File: src/rtl/mult_div_unit_pkg.sv
// Shared encodings for the multiply/divide unit: SPECIAL-opcode funct codes and FSM states.
package mult_div_unit_pkg;

    typedef logic [5:0] funct_t;

    localparam funct_t FUNC_MFHI  = 6'h10;
    localparam funct_t FUNC_MTHI  = 6'h11;
    localparam funct_t FUNC_MFLO  = 6'h12;
    localparam funct_t FUNC_MTLO  = 6'h13;
    localparam funct_t FUNC_MULT  = 6'h18;
    localparam funct_t FUNC_MULTU = 6'h19;
    localparam funct_t FUNC_DIV   = 6'h1A;
    localparam funct_t FUNC_DIVU  = 6'h1B;

    typedef enum logic [1:0] {
        IDLE,
        MUL,
        DIV,
        FIX
    } mdu_state_t;

endpackage

File: src/rtl/mult_div_unit.sv
// Iterative MIPS multiply/divide unit owning HI/LO: 32 shift-add or restoring-divide
// steps on sign magnitudes, then one FIX cycle that applies signs and writes HI/LO.
module mult_div_unit
    import mult_div_unit_pkg::*;
#(
    parameter int unsigned WIDTH = 32
) (
    input  logic             clk,
    input  logic             rst_n,
    input  logic             in_valid,
    input  logic [5:0]       funct,
    input  logic [WIDTH-1:0] a,
    input  logic [WIDTH-1:0] b,
    output logic             busy,
    output logic             done,
    output logic [WIDTH-1:0] hi,
    output logic [WIDTH-1:0] lo
);

    localparam int unsigned   CW   = $clog2(WIDTH);
    localparam logic [CW-1:0] LAST = CW'(WIDTH - 1);

    mdu_state_t         state, state_next;
    logic [CW-1:0]      count;
    logic [WIDTH-1:0]   op_a, op_b;
    logic [2*WIDTH-1:0] acc;
    logic               is_div, res_neg, rem_neg;

    logic               is_mul_op, is_div_op, is_signed;
    logic [WIDTH-1:0]   mag_a, mag_b;
    logic [2*WIDTH-1:0] mul_next, div_next, fix_prod;
    logic [CW-1:0]      bit_idx;
    logic [WIDTH:0]     rem_shift;
    logic [WIDTH-1:0]   rem_diff, rem, quo, fix_rem, fix_quo;

    assign busy = (state != IDLE);

    always_comb begin
        is_mul_op = (funct == FUNC_MULT) || (funct == FUNC_MULTU);
        is_div_op = (funct == FUNC_DIV)  || (funct == FUNC_DIVU);
        is_signed = (funct == FUNC_MULT) || (funct == FUNC_DIV);
        mag_a     = (is_signed && a[WIDTH-1]) ? -a : a;
        mag_b     = (is_signed && b[WIDTH-1]) ? -b : b;
    end

    // Multiply adds op_a<<count when multiplier bit [count] is set; divide keeps
    // {remainder, quotient} in acc and feeds dividend bits MSB first.
    always_comb begin
        mul_next  = acc + (op_b[count] ? ({{WIDTH{1'b0}}, op_a} << count) : '0);
        bit_idx   = LAST - count;
        rem_shift = {acc[2*WIDTH-1:WIDTH], op_a[bit_idx]};
        rem_diff  = rem_shift[WIDTH-1:0] - op_b;
        if (rem_shift >= {1'b0, op_b}) begin
            div_next = {rem_diff, acc[WIDTH-2:0], 1'b1};
        end else begin
            div_next = {rem_shift[WIDTH-1:0], acc[WIDTH-2:0], 1'b0};
        end
    end

    // A zero divisor leaves rem = |a| and an all-ones quotient; re-signing the
    // remainder restores the original a, so only the quotient needs overriding.
    always_comb begin
        rem      = acc[2*WIDTH-1:WIDTH];
        quo      = acc[WIDTH-1:0];
        fix_rem  = rem_neg ? -rem : rem;
        fix_quo  = (op_b == '0) ? '1 : (res_neg ? -quo : quo);
        fix_prod = res_neg ? -acc : acc;
    end

    always_comb begin
        state_next = state;
        unique case (state)
            IDLE: begin
                if (in_valid && is_mul_op) begin
                    state_next = MUL;
                end else if (in_valid && is_div_op) begin
                    state_next = DIV;
                end
            end
            MUL, DIV: begin
                if (count == LAST) begin
                    state_next = FIX;
                end
            end
            FIX:     state_next = IDLE;
            default: state_next = IDLE;
        endcase
    end

    always_ff @(posedge clk or negedge rst_n) begin
        if (!rst_n) begin
            state <= IDLE;
        end else begin
            state <= state_next;
        end
    end

    always_ff @(posedge clk or negedge rst_n) begin
        if (!rst_n) begin
            count   <= '0;
            op_a    <= '0;
            op_b    <= '0;
            acc     <= '0;
            is_div  <= 1'b0;
            res_neg <= 1'b0;
            rem_neg <= 1'b0;
            done    <= 1'b0;
            hi      <= '0;
            lo      <= '0;
        end else begin
            done <= 1'b0;
            unique case (state)
                IDLE: begin
                    if (in_valid) begin
                        if (is_mul_op || is_div_op) begin
                            op_a    <= mag_a;
                            op_b    <= mag_b;
                            acc     <= '0;
                            count   <= '0;
                            is_div  <= is_div_op;
                            res_neg <= is_signed && (a[WIDTH-1] ^ b[WIDTH-1]);
                            rem_neg <= is_signed && a[WIDTH-1];
                        end else if (funct == FUNC_MTHI) begin
                            hi <= a;
                        end else if (funct == FUNC_MTLO) begin
                            lo <= a;
                        end
                    end
                end
                MUL: begin
                    acc   <= mul_next;
                    count <= count + 1'b1;
                end
                DIV: begin
                    acc   <= div_next;
                    count <= count + 1'b1;
                end
                FIX: begin
                    done <= 1'b1;
                    if (is_div) begin
                        hi <= fix_rem;
                        lo <= fix_quo;
                    end else begin
                        {hi, lo} <= fix_prod;
                    end
                end
                default: ;
            endcase
        end
    end

endmodule

File: config.mk
export PLATFORM = sky130hd
export DESIGN_NAME = mult_div_unit
export DESIGN_NICKNAME = d
export VERILOG_FILES = /design/src/rtl/mult_div_unit_pkg.sv /design/src/rtl/mult_div_unit.sv
export SDC_FILE = /design/constraint.sdc
export NUM_CORES = 1
export LEC_CHECK = 0
export CORE_ASPECT_RATIO = 1.5
export CORE_MARGIN = 4
export CORE_UTILIZATION = 61
export CTS_BUF_LIST = sky130_fd_sc_hd__clkbuf_16
export CTS_CLUSTER_SIZE = 24
export DETAILED_ROUTE_END_ITERATION = 8
export PLACE_DENSITY = 0.78
export SETUP_SLACK_MARGIN = 0.05
export SYNTH_ARGS = -nofsm -noshare
export SYNTH_HDL_FRONTEND = slang
export SYNTH_SLANG_ARGS = --single-unit
File: constraint.sdc
create_clock -name clk -period 5.8 [get_ports clk]
set_input_delay 0.58 -clock clk [delete_from_list [all_inputs] [get_ports clk]]
set_output_delay 0.58 -clock clk [all_outputs]
set_load 0.05 [all_outputs]
* Word-level counts from Yosys, hierarchy flattened
Cells that the tools add are included.
Widths: inputs -> output; s select.
** Word-level totals
- Bits in registers :: 203
- Bits of input ports :: 73
- Output and inout port bits :: 66
- Logic and storage cells :: 99
** Cells by class
- Add/subtract/negate cells :: 9
- Order comparisons :: 3
- Equality and inequality tests :: 18
- Shifts and indexed selects :: 1
- Muxes and demuxes :: 34
- Bitwise operators :: 1
- Reductions and logical operators :: 22
** Operators with widths (count)
- $mux 32 :: 14
- $mux 64 :: 5
- $pmux 64 s3 :: 1
- $neg 32->32 :: 4
- $pmux 32 s2 :: 2
- $add 64x64->64 :: 1
- $neg 64->64 :: 1
- $shl 32x5->64 :: 1
- $eq 6x5->1 const B :: 6
- $ge 33x32->1 :: 1
- $logic_not 32->1 :: 1
- $sub 32x32->32 :: 1
- $lt 5x6->1 const B :: 2
- $ne 2x2->1 const B :: 6
- $bmux 1 s5 :: 2
- $mux 5 :: 2
- $pmux 5 s2 :: 1
- $reduce_and 3->1 :: 3
- $mux 2 :: 3
- $pmux 2 s3 :: 1
- $reduce_bool 2->1 :: 3
- $add 5x1->5 const B :: 1
- $eq 5x5->1 const B :: 1
- $logic_and 1x1->1 :: 5
- other kinds (14) :: 20

* Logic depth before layout (Yosys ltp)
Gate-level depths: netlist of run 1.
- Depth in word-level cells :: 6
- Mapped depth :: 23
- Mapped depth without buffers :: 19

* Worst setup path before layout of run 1
No wires, ideal clock.
- Kind :: register to register
- From :: register count[0]
- To :: register acc[52]
- Setup time :: 142 ps
- Data arrival time :: 4904 ps
- Data required time :: 5658 ps
- Slack :: 754 ps
- Stages on the path, launching flop included :: 22
- Buffers on the path :: 6
- Period minus slack after synthesis :: 5046 ps
- Cell sequence :: dfrtp_1 > buf_2 > buf_2 > mux4_2 > mux4_2 > nand2_1 > and2_1 > clkbuf_1 > buf_1 > nor2_1 > ha_1 > buf_2 > and2_1 > buf_2 > nand3_1 > nor2_1 > o311ai_1 > a2111oi_2 > o21ai_1 > o31ai_1 > xnor2_1 > o221ai_1
** Between the ends
- Cells in the longest elaborated chain, start to end :: 6
- Elaborated cells on any way between the ends :: 12
- Classes of those cells :: add/sub: 3; order compare: 1; shift: 1; mux: 7
** RTL lines
- start: declaration :: line mult_div_unit.sv:24 : logic [CW-1:0] count;
- start signal: assignment :: line mult_div_unit.sv:132 : count <= count + 1'b1;
- start signal: assignment :: line mult_div_unit.sv:136 : count <= count + 1'b1;
- $sub 5x5->5 :: line mult_div_unit.sv:50 : bit_idx = LAST - count;
- $bmux 1 s5 :: line mult_div_unit.sv:51 : rem_shift = {acc[2*WIDTH-1:WIDTH], op_a[bit_idx]};
- $mux 1 (implied by the code) :: line mult_div_unit.sv:51
- $sub 32x32->32 / $ge 33x32->1 (equally long branches) :: line mult_div_unit.sv:52, mult_div_unit.sv:53
- $mux 64 :: line mult_div_unit.sv:53 : if (rem_shift >= {1'b0, op_b}) begin
- $pmux 64 s3 (*) :: line mult_div_unit.sv:112 : unique case (state)
- end signal: assignment :: line mult_div_unit.sv:131 : acc <= mul_next;
- end signal: assignment :: line mult_div_unit.sv:135 : acc <= div_next;
- end: declaration :: line mult_div_unit.sv:26 : logic [2*WIDTH-1:0] acc;
Mark *: on every way between the ends. The rest lies on a longest branch, timed or not. The select of a mux whose other input is x is not followed.
A chain may end at the register's enable or synchronous reset.

* Worst setup path in the final report of run 1
- From :: register count[0]
- To :: register acc[47]
The elaborated chain is that of the path after synthesis.

==> flow_summary.yaml, run 1 <==
status:
  status: "finished, final reports clean"
worst_setup_path:
  timing.critical_path.cells: "mux4_2 > mux4_2 > nand2b_1 > nor3_1 > nand2_1 > inv_1 > ha_1 > a211oi_1 > nor2_1 > o31ai_1 > a2111oi_1 > buf_4 > o211ai_1 > nand2_1 > a21oi_1 > xor2_1 > o221ai_1"
  critical_path_class: "reg -> reg"
  timing.critical_path.from_type: "register"
  timing.critical_path.fanout_max: 10
  worst_ep_required_time_ns: 6.22
  critical-path-max-stage-delay_ns: 0.70
  reg2reg_setup_slack_ns: 0.32
  critPathCaptureType: "register"
  critPathArrivalTime_ns: 5.90
  crit_slowest_cell: "sky130_fd_sc_hd__o31ai_1"
drt:
  route.vias.total: 20571
  drc: 0
  detailedRoute.firstPassIterationCount: 6
  vias_per_cell: 6.846
  ant_nets_after_route: 0
  wl_per_cell_microns: 24.84
  drt_wl_total_microns: 74640
  drt_iter0_markers: 1950
grt:
  global_route_wire_length_before_repair_microns: 113000
  grt_antenna_before_repair: 1
  grt_max_degree: 158
  number_of_global_route_vias_before_repair: 20173
  grt_overflow_total: 0
  global_routing_usage_summed_across_all_routing_layers: 0.4050
placed_design:
  post_dp_cell_area_sq_mm: 0.02139
  routabilityCongestion: 1.034
  number_of_port_buffers: 138
  dpl.hpwl_microns: 58070
floorplanning:
  num_rows: 80
  core_sq_mm: 0.03193
  top_level_ports: 139
  die_height_microns: 228.3
  start_util: 0.6182
  die_w_microns: 154.9
  design.die.area_sq_mm: 0.03536
yosys:
  yosys_most_used_dff: "sky130_fd_sc_hd__dfrtp_1"
  syn_area_sq_mm: 0.01974
  ys_ff_latch: 203
  synth_seq_area_share: 0.2573
  synth_cells: 2534
  syn-num-nets: 2715
  post_synth_edffs: 0
  yosys_warnings: 0
  avgSynthCellArea_sq_um: 7.790
  synth-async-reset-ratio: 1.000
  synth.lib_cells_used.distinct: 80
sta:
  worst_slew_pin_slew_ns: 1.235
  fmax_achieved_ghz: 0.1824
  grt_setup_unrepaired: "false"
  max_slew_violation_count: 0
  setup_tns_final_ns: 0
  skew_ns: 0.01239
  setup_viol_count_final: 0
  layout_worst_path_cycle_share: 0.9451
  fin_crit_ns: 5.481
  maxSlewHeadroom: 0.1735
  hold_viol_final: 0
finish:
  final.fill_count: 2652
  layout.area.seq_sq_mm: 0.005084
  area_growth_syn_to_layout_pct: 12.31
  multiInputGateArea_sq_mm: 0.01370
  most_frequent_cells_in_the_layout: "sky130_fd_sc_hd__nand2_1, sky130_fd_sc_hd__o21ai_0, sky130_fd_sc_hd__nor2_1"
  nNetsFinal: 2758
  finish.instance_area_sq_mm: 0.02217
  final_common_cell: "sky130_fd_sc_hd__nand2_1"
  final_layout_size_suffix_gt1_frac: 0.06939
job:
  cap_viol_max_count: 0
clock_tree:
  cts-buffers-inserted: 24
  clock-sinks: 203
  postCtsSetupRepairBufs: 0
  tritoncts: "yes"
  worst_setup_hold_path_clk_slew_ns: 0.06
  clockRootBuffer: "sky130_fd_sc_hd__clkbuf_16"
  clk-insertion-delay-late_ns: 0.56
  ctsLongestPathBuffers: 3
  cts_max_level: 1
pwr:
  power.density_mw_per_mm2: 654.3
  p_leak_uw: 0.009578
  vdd.ir_drop.worst_mv: 0.7897
worst_hold_path:
  class_of_the_worst_hold_path: "reg -> reg"
[what timing repair did]
item                                   in CTS  in global routing
hold buffers                                1                  0
gates resized for setup                     0                  0
endpoints found under the hold margin      19                  0
[area by class of cell]
type | count | area share
multi-input combinational | 2078 | 0.6180
sequential | 203 | 0.2293
clock buffer | 24 | 0.02709
timing repair buffer | 186 | 0.08053
clock inverter | 19 | 0.007563
inverter | 84 | 0.01422
tap | 410 | 0.02314
antenna | 1 | 0.0001129
[registers in the layout, indices dropped and copies added (netlist names)]
name,flops
acc,64
count,5
res_neg,1
is_div,1
rem_neg,1
op_a,32
done,1
state,2
lo,32
op_b,32
hi,32
[worst paths after layout]
| path | cells past startpoint | end | from |
|---|---|---|---|
| setup reg to reg | 17 | acc[47] | count[0] |
| hold / removal | 2 | lo[9] | lo[9] |
| hold reg to reg | 2 | lo[9] | lo[9] |
| max in group asynchronous | 3 | count[2] | rst_n |
| setup / recovery | 17 | acc[47] | count[0] |
| min in group asynchronous | 2 | acc[25] | rst_n |
[where the power goes]
group	switching [uW]	total (uW)	internal, uW
Combinational	6400	10200	3810
Clock	668	1520	849
Sequential	820	2780	1960
[Yosys cell counts (28+ instances only)]
library cell,n,area share
sky130_fd_sc_hd__nor4_1,33,0.010
sky130_fd_sc_hd__nor2_1,214,0.041
sky130_fd_sc_hd__o21ai_0,264,0.067
sky130_fd_sc_hd__a21oi_1,213,0.054
sky130_fd_sc_hd__mux2i_1,59,0.030
sky130_fd_sc_hd__dfrtp_1,203,0.26
sky130_fd_sc_hd__inv_1,83,0.016
sky130_fd_sc_hd__nand2_1,310,0.059
sky130_fd_sc_hd__mux4_2,30,0.034
sky130_fd_sc_hd__ha_1,106,0.067
sky130_fd_sc_hd__a21o_1,46,0.017
sky130_fd_sc_hd__nand3_1,30,0.0076
sky130_fd_sc_hd__a211oi_1,29,0.011
sky130_fd_sc_hd__xnor2_1,116,0.051
sky130_fd_sc_hd__mux2_2,34,0.019
sky130_fd_sc_hd__nand4_1,38,0.012
sky130_fd_sc_hd__xor2_1,84,0.037
sky130_fd_sc_hd__o22ai_1,28,0.0089
sky130_fd_sc_hd__a22oi_1,52,0.020
sky130_fd_sc_hd__clkbuf_1,144,0.027
sky130_fd_sc_hd__a31oi_1,28,0.0089
sky130_fd_sc_hd__nor3_1,41,0.010
[per-stage QoR]
stage	hold WS, ns	util	total power, uW	worst slack, ns	instances
finish	0.4756	0.6943	14510	0.3185	3005
detailed placement	0.4694	0.6699	12770	0.5060	2960
global route	0.5013	0.6942	15370	0.06371	3004
floorplan	0.2844	-	9848	0.7538	2534
CTS	0.4832	0.6942	14330	0.4932	3004
global placement	0.4624	0.6699	12620	0.5984	2960
[worst max-delay path: cells and delay by family (launching register included)]
kind                       cells  cell delay [ns]
AOI/OAI and AO/OA              6             2.01
muxes                          2             1.07
and+or+nand+nor                5             0.83
DFF                            1             0.56
adders and majority gates      1             0.29
buffers and inverters          2             0.28
xor gates and xnor gates       1             0.28
[cells by family after synthesis]
family          after synthesis  synth area share
fa+ha+maj                   108           0.06921
xor+xnor                    200           0.08874
simple gates                812            0.1894
compound gates              835            0.2613
buf+inv                     253           0.05045
mux                         123           0.08354
flops                       203            0.2573
[layer usage]
| metal | global-route usage | share of wire | wire length [microns] |
|---|---|---|---|
| met5 | 0 | 0 | 0 |
| met3 | 0.05891 | 0.068 | 5103 |
| met1 | 0.4199 | 0.33 | 24440 |
| met2 | 0.7063 | 0.50 | 37090 |
| met4 | 0.3441 | 0.11 | 8007 |
(Power assumes the default switching activity.)
==> run 2, diff against run 1 <==
--- a/config.mk
+++ b/config.mk
@@ -8,7 +8,6 @@
 export CORE_ASPECT_RATIO = 1.5
 export CORE_MARGIN = 4
 export CORE_UTILIZATION = 61
-export CTS_BUF_LIST = sky130_fd_sc_hd__clkbuf_16
 export CTS_CLUSTER_SIZE = 24
 export DETAILED_ROUTE_END_ITERATION = 8
 export PLACE_DENSITY = 0.78
==> run 2 against run 1 <==
Compared with the run above: clock skew grew 0.0012 ns; clock-buffer cell count rose by 6; register-to-register slack worse by 0.02 ns; hold slack improved by 0.0018 ns; utilization increased by 0.086 points; global-route usage barely moved; combinational power about the same; sequential cell count unchanged; clock power rose by 3%; critical endpoint is now acc[61].
==> flow_summary.yaml, run 2 (same netlist as run 1, synthesis figures left out) <==
status:
  status: "finished, final reports clean"
clock_tree:
  clockRootBuffer: "sky130_fd_sc_hd__clkbuf_16"
  cts_max_level: 1
  tritoncts: "yes"
  worst_setup_hold_path_clk_slew_ns: 0.06
  clock-sinks: 203
  ctsLongestPathBuffers: 3
  clk-insertion-delay-late_ns: 0.56
  post_cts_resized: 0
  cts-buffers-inserted: 24
placed_design:
  number_of_port_buffers: 138
  placed_cells_incl_taps: 2960
  post_dp_cell_area_sq_mm: 0.02139
  routabilityCongestion: 1.034
  placement.setup.worst_slack_ns: 0.5060
  dpl.hpwl_microns: 58070
drt:
  vias_per_cell: 6.888
  drt_iter0_markers: 1945
  route.vias.total: 20692
  drc: 0
  drt_wl_total_microns: 74530
  ant_nets_after_route: 0
  detailedRoute.firstPassIterationCount: 7
  wl_per_cell_microns: 24.81
finish:
  final_layout_size_suffix_gt1_frac: 0.07055
  final-instance-count-excl-fill: 3004
  n_antenna_cell: 0
  final_common_cell: "sky130_fd_sc_hd__nand2_1"
  max_flop_register: "acc"
  nNetsFinal: 2758
  final.fill_count: 2643
  most_frequent_cells_in_the_layout: "sky130_fd_sc_hd__nand2_1, sky130_fd_sc_hd__o21ai_0, sky130_fd_sc_hd__nor2_1"
  area_growth_syn_to_layout_pct: 12.45
  largest_reg_flops: 64
  finish.instance_area_sq_mm: 0.02220
worst_setup_path:
  reg2reg_from: "count[0]"
  critical-path-top-cell-by-count: "sky130_fd_sc_hd__mux4_2"
  critPathArrivalTime_ns: 5.92
  reg2reg_setup_slack_ns: 0.30
  worstRegToRegCells: 16
  timing.critical_path.fanout_max: 25
  worstReg2RegEnd: "acc[61]"
  timing.critical_path.cells: "mux4_2 > mux4_2 > nand2b_1 > and2_1 > buf_4 > a211oi_1 > ha_1 > nand2_1 > nor2_1 > nand3_1 > nor4_1 > o31ai_1 > a41oi_1 > a31oi_1 > xor2_1 > o221ai_1"
  critical-path-max-stage-delay_ns: 0.63
  crit_slowest_cell: "sky130_fd_sc_hd__nor4_1"
  critical_path_class: "reg -> reg"
  worst_ep_required_time_ns: 6.22
  timing.critical_path.from_type: "register"
  critPathCaptureType: "register"
floorplanning:
  core_sq_mm: 0.03193
  die_w_microns: 154.9
  num_rows: 80
  design.die.area_sq_mm: 0.03536
  top_level_ports: 139
  start_util: 0.6182
  die_height_microns: 228.3
worst_hold_path:
  worst_hold_startpoint: "lo[12]"
  min_to: "lo[12]"
  timing.hold.worst_path_depth: 2
  class_of_the_worst_hold_path: "reg -> reg"
grt:
  grt_antenna_before_repair: 1
  grt_max_degree: 158
  number_of_global_route_vias_before_repair: 20193
  grt_overflow_total: 0
  global_routing_usage_summed_across_all_routing_layers: 0.4052
  global_route_wire_length_before_repair_microns: 113000
sta:
  fin_ws_ns: 0.3017
  grt_setup_unrepaired: "false"
  skew_ns: 0.01355
  layout_worst_path_cycle_share: 0.9480
  worst_slew_pin_slew_ns: 1.212
  hold-worst-slack_ns: 0.4774
  max_slew_violation_count: 0
  maxSlewHeadroom: 0.1887
  fmax_achieved_ghz: 0.1819
  hold_viol_final: 0
  setup_tns_final_ns: 0
  setup_viol_count_final: 0
  fin_crit_ns: 5.498
pwr:
  vdd.ir_drop.worst_mv: 0.7858
  power.density_mw_per_mm2: 655.5
  p_leak_uw: 0.009583
job:
  cap_viol_max_count: 0
run 2: area by class of cell:
class                      instances  area [sq um]  area share
clock buffer                      30         653.1     0.02942
clock inverter                    13         145.1    0.006539
inverter                          84         315.3     0.01420
multi-input combinational       2078         13700      0.6173
sequential                       203          5084      0.2290
tap                              410         513.0     0.02311
timing repair buffer             186          1785     0.08044
run 2: how the worst max path moves through the flow:
stage                   end  startpoint  cells past startpoint
floorplan           acc[52]    count[0]                     21
global placement    acc[50]    count[0]                     17
detailed placement  acc[50]    count[0]                     17
CTS                 acc[50]    count[0]                     17
global route        acc[52]    count[0]                     16
finish              acc[61]    count[0]                     16
run 2: layer usage:
| metal | GRT usage | routed length (microns) |
|---|---|---|
| met1 | 0.4197 | 24360 |
| met2 | 0.7025 | 36850 |
| met3 | 0.06024 | 5290 |
| met4 | 0.3516 | 8023 |
| met5 | 0 | 0 |
run 2: critical path: cells and delay by family (launching register included):
family | cells | cell delay, ns
xor+xnor | 1 | 0.18
mux | 2 | 1.07
fa+ha+maj | 1 | 0.45
compound gates | 5 | 1.20
buf+inv | 1 | 0.28
simple gates | 6 | 1.59
flops | 1 | 0.56
run 2: power by group:
group	internal [uW]	switching, uW	leakage, uW
sequential	1960	817	0.00265
clock	894	668	0.000390
combinational	3810	6400	0.00654
run 2: metrics by stage:
step / power, uW / util
floorplan: 9848 / -
global placement: 12620 / 0.6699
detailed placement: 12770 / 0.6699
CTS: 14380 / 0.6952
global route: 15420 / 0.6952
finish: 14550 / 0.6952
run 2: timing repair:
action | in CTS | in global routing
endpoints found under the hold margin | 20 | 0
setup buffers | 0 | 0
hold buffers | 1 | 0
==> run 3, diff against run 2 <==
--- a/config.mk
+++ b/config.mk
@@ -5,13 +5,14 @@
 export SDC_FILE = /design/constraint.sdc
 export NUM_CORES = 1
 export LEC_CHECK = 0
-export CORE_ASPECT_RATIO = 1.5
+export CORE_ASPECT_RATIO = 1.25
 export CORE_MARGIN = 4
 export CORE_UTILIZATION = 61
 export CTS_CLUSTER_SIZE = 24
 export DETAILED_ROUTE_END_ITERATION = 8
 export PLACE_DENSITY = 0.78
 export SETUP_SLACK_MARGIN = 0.05
+export SLEW_MARGIN = 0
 export SYNTH_ARGS = -nofsm -noshare
 export SYNTH_HDL_FRONTEND = slang
 export SYNTH_SLANG_ARGS = --single-unit
==> run 3 against run 2 <==
Compared with the run above: die area down 0.12%; via count down 0.68%; hold slack worse by 0.50 ns; sequential share of layout area up 0.099 points; routed wire length down 2.4%; the flow now finishes with violations (negative hold slack); global-route usage down 0.55 points; clock power about the same; utilization down 0.18 points; clock-buffer cell count up 4; sequential cell count unchanged; fmax up 1.8%; largest power group unchanged; highest routed layer is now met5.
==> flow_summary.yaml, run 3 (same netlist as run 1, synthesis figures left out) <==
status:
  status: "complete, but fails checks"
  failed_checks: "negative hold slack"
sta:
  maxSlewHeadroom: 0.2229
  layout_worst_path_cycle_share: 0.9309
  fin_ws_ns: 0.4005
  setup_tns_final_ns: 0
  fin_crit_ns: 5.399
  fmax_achieved_ghz: 0.1852
  skew_ns: 0.02327
  grt_setup_unrepaired: "false"
  worst_slew_pin_slew_ns: 1.161
  max_slew_violation_count: 0
  hold_viol_final: 7
  setup_viol_count_final: 0
  hold-worst-slack_ns: -0.02390
worst_setup_path:
  timing.critical_path.fanout_max: 31
  reg2reg_setup_slack_ns: 0.40
  critPathCaptureType: "register"
  timing.critical_path.from_type: "register"
  worstReg2RegEnd: "acc[52]"
  worstRegToRegCells: 16
  critPathArrivalTime_ns: 5.80
  critical_path_class: "reg -> reg"
  reg2reg_from: "count[0]"
  worst_ep_required_time_ns: 6.20
pwr:
  power_frac_seq: 0.195
  p_leak_uw: 0.009518
  total_switching_power_uw: 7891
  internal-power_uw: 6663
  power.share.switching: 0.5422
  vdd.ir_drop.worst_mv: 0.7613
  power.density_mw_per_mm2: 658.5
  fraction_of_power_consumed_by_combinational_cells: 0.697
  clkPwrFrac: 0.108
finish:
  largest_reg_flops: 64
  area_growth_syn_to_layout_pct: 11.97
  final.fill_count: 2685
  nNetsFinal: 2748
  final_layout_size_suffix_gt1_frac: 0.06509
  most_frequent_cells_in_the_layout: "sky130_fd_sc_hd__nand2_1, sky130_fd_sc_hd__o21ai_0, sky130_fd_sc_hd__nor2_1"
  multiInputGateArea_sq_mm: 0.01370
  final_common_cell: "sky130_fd_sc_hd__nand2_1"
  final-instance-count-excl-fill: 2993
  layout.area.seq_sq_mm: 0.005084
  max_flop_register: "acc"
  n_antenna_cell: 0
  finish.instance_area_sq_mm: 0.02210
floorplanning:
  core_sq_mm: 0.03188
  design.die.area_sq_mm: 0.03532
  start_util: 0.6193
  die_w_microns: 168.9
  num_rows: 73
  top_level_ports: 139
  die_height_microns: 209.1
worst_hold_path:
  class_of_the_worst_hold_path: "in -> async"
clock_tree:
  hold_bufs_at_cts: 0
  postCtsSetupRepairBufs: 0
  tritoncts: "yes"
  cts_max_level: 1
  ctsLongestPathBuffers: 3
  clock-sinks: 203
  clk-insertion-delay-late_ns: 0.57
  cts-buffers-inserted: 24
  worst_setup_hold_path_clk_slew_ns: 0.06
  post_cts_resized: 0
  clockRootBuffer: "sky130_fd_sc_hd__clkbuf_16"
job:
  cap_viol_max_count: 0
placed_design:
  placed_cells_incl_taps: 2953
  routabilityCongestion: 1.025
  dpl.hpwl_microns: 56450
  post_dp_cell_area_sq_mm: 0.02131
  number_of_port_buffers: 138
  placement.setup.worst_slack_ns: 0.4564
grt:
  grt_max_degree: 77
  global_routing_usage_summed_across_all_routing_layers: 0.3997
  number_of_global_route_vias_before_repair: 19752
  grt_overflow_total: 0
  grt_antenna_before_repair: 1
  global_route_wire_length_before_repair_microns: 111900
drt:
  drt_iter0_markers: 2385
  route.vias.total: 20552
  drc: 0
  detailedRoute.firstPassIterationCount: 6
  vias_per_cell: 6.867
  ant_nets_after_route: 0
  wl_per_cell_microns: 24.31
  drt_wl_total_microns: 72760
==> run 3: worst max path at each step <==
stage                   from  endpoint  slack (ns)  depth (start not counted)
floorplan           count[0]   acc[52]        0.75                         21
global placement    count[0]   acc[35]        0.49                         16
detailed placement  count[0]   acc[35]        0.46                         16
CTS                 count[0]   acc[35]        0.44                         16
global route        count[0]   acc[35]        0.07                         20
finish              count[0]   acc[52]        0.40                         16
==> run 3: critical path, stage by stage (launching register included) <==
cell and delay (ns):
sky130_fd_sc_hd__dfrtp_2 0.56, sky130_fd_sc_hd__mux4_2 0.55, sky130_fd_sc_hd__mux4_2 0.52, sky130_fd_sc_hd__nand2b_1 0.29
sky130_fd_sc_hd__and2_1 0.18, sky130_fd_sc_hd__buf_4 0.30, sky130_fd_sc_hd__nor2_1 0.10, sky130_fd_sc_hd__ha_1 0.45
sky130_fd_sc_hd__and2_1 0.21, sky130_fd_sc_hd__nand3_1 0.11, sky130_fd_sc_hd__nor2_1 0.17, sky130_fd_sc_hd__o311ai_1 0.18
sky130_fd_sc_hd__a2111oi_2 0.59, sky130_fd_sc_hd__o21ai_1 0.28, sky130_fd_sc_hd__o31ai_1 0.45, sky130_fd_sc_hd__xnor2_1 0.17
sky130_fd_sc_hd__o221ai_1 0.13
==> run 3: routing by layer <==
metal  routed length, microns  track usage  up-vias
li1                         -            -     9307
met1                    25280       0.4547     9718
met2                    35230       0.6757     1167
met3                     5784      0.06717      358
met4                     6451       0.2844        2
met5                       13            0        -
==> run 3: metrics by stage <==
| stage | utilization | total power, uW |
|---|---|---|
| 3_3_place_gp | 0.6686 | 12580 |
| 6_report | 0.6934 | 14550 |
| 3_5_place_dp | 0.6686 | 12740 |
| 5_1_grt | 0.6934 | 15450 |
| 4_1_cts | 0.6934 | 14340 |
| 2_1_floorplan | - | 9848 |
==> run 3: power by group through the flow <==
stage | combinational (uW) | sequential (uW) | clock [uW]
floorplan | 6730 | 3120 | 0
global placement | 9800 | 2780 | 0
detailed placement | 9940 | 2810 | 0
CTS | 9990 | 2790 | 1560
global route | 11000 | 2860 | 1620
finish | 10100 | 2830 | 1570
==> run 3: cell type report <==
class	instances	share of cell area
clock inverters	6	0.005095
repair buffers	176	0.07671
clock buffers	34	0.03068
flip-flops and latches	203	0.2300
multi-input cells	2078	0.6199
inverters	84	0.01427
well taps	412	0.02332
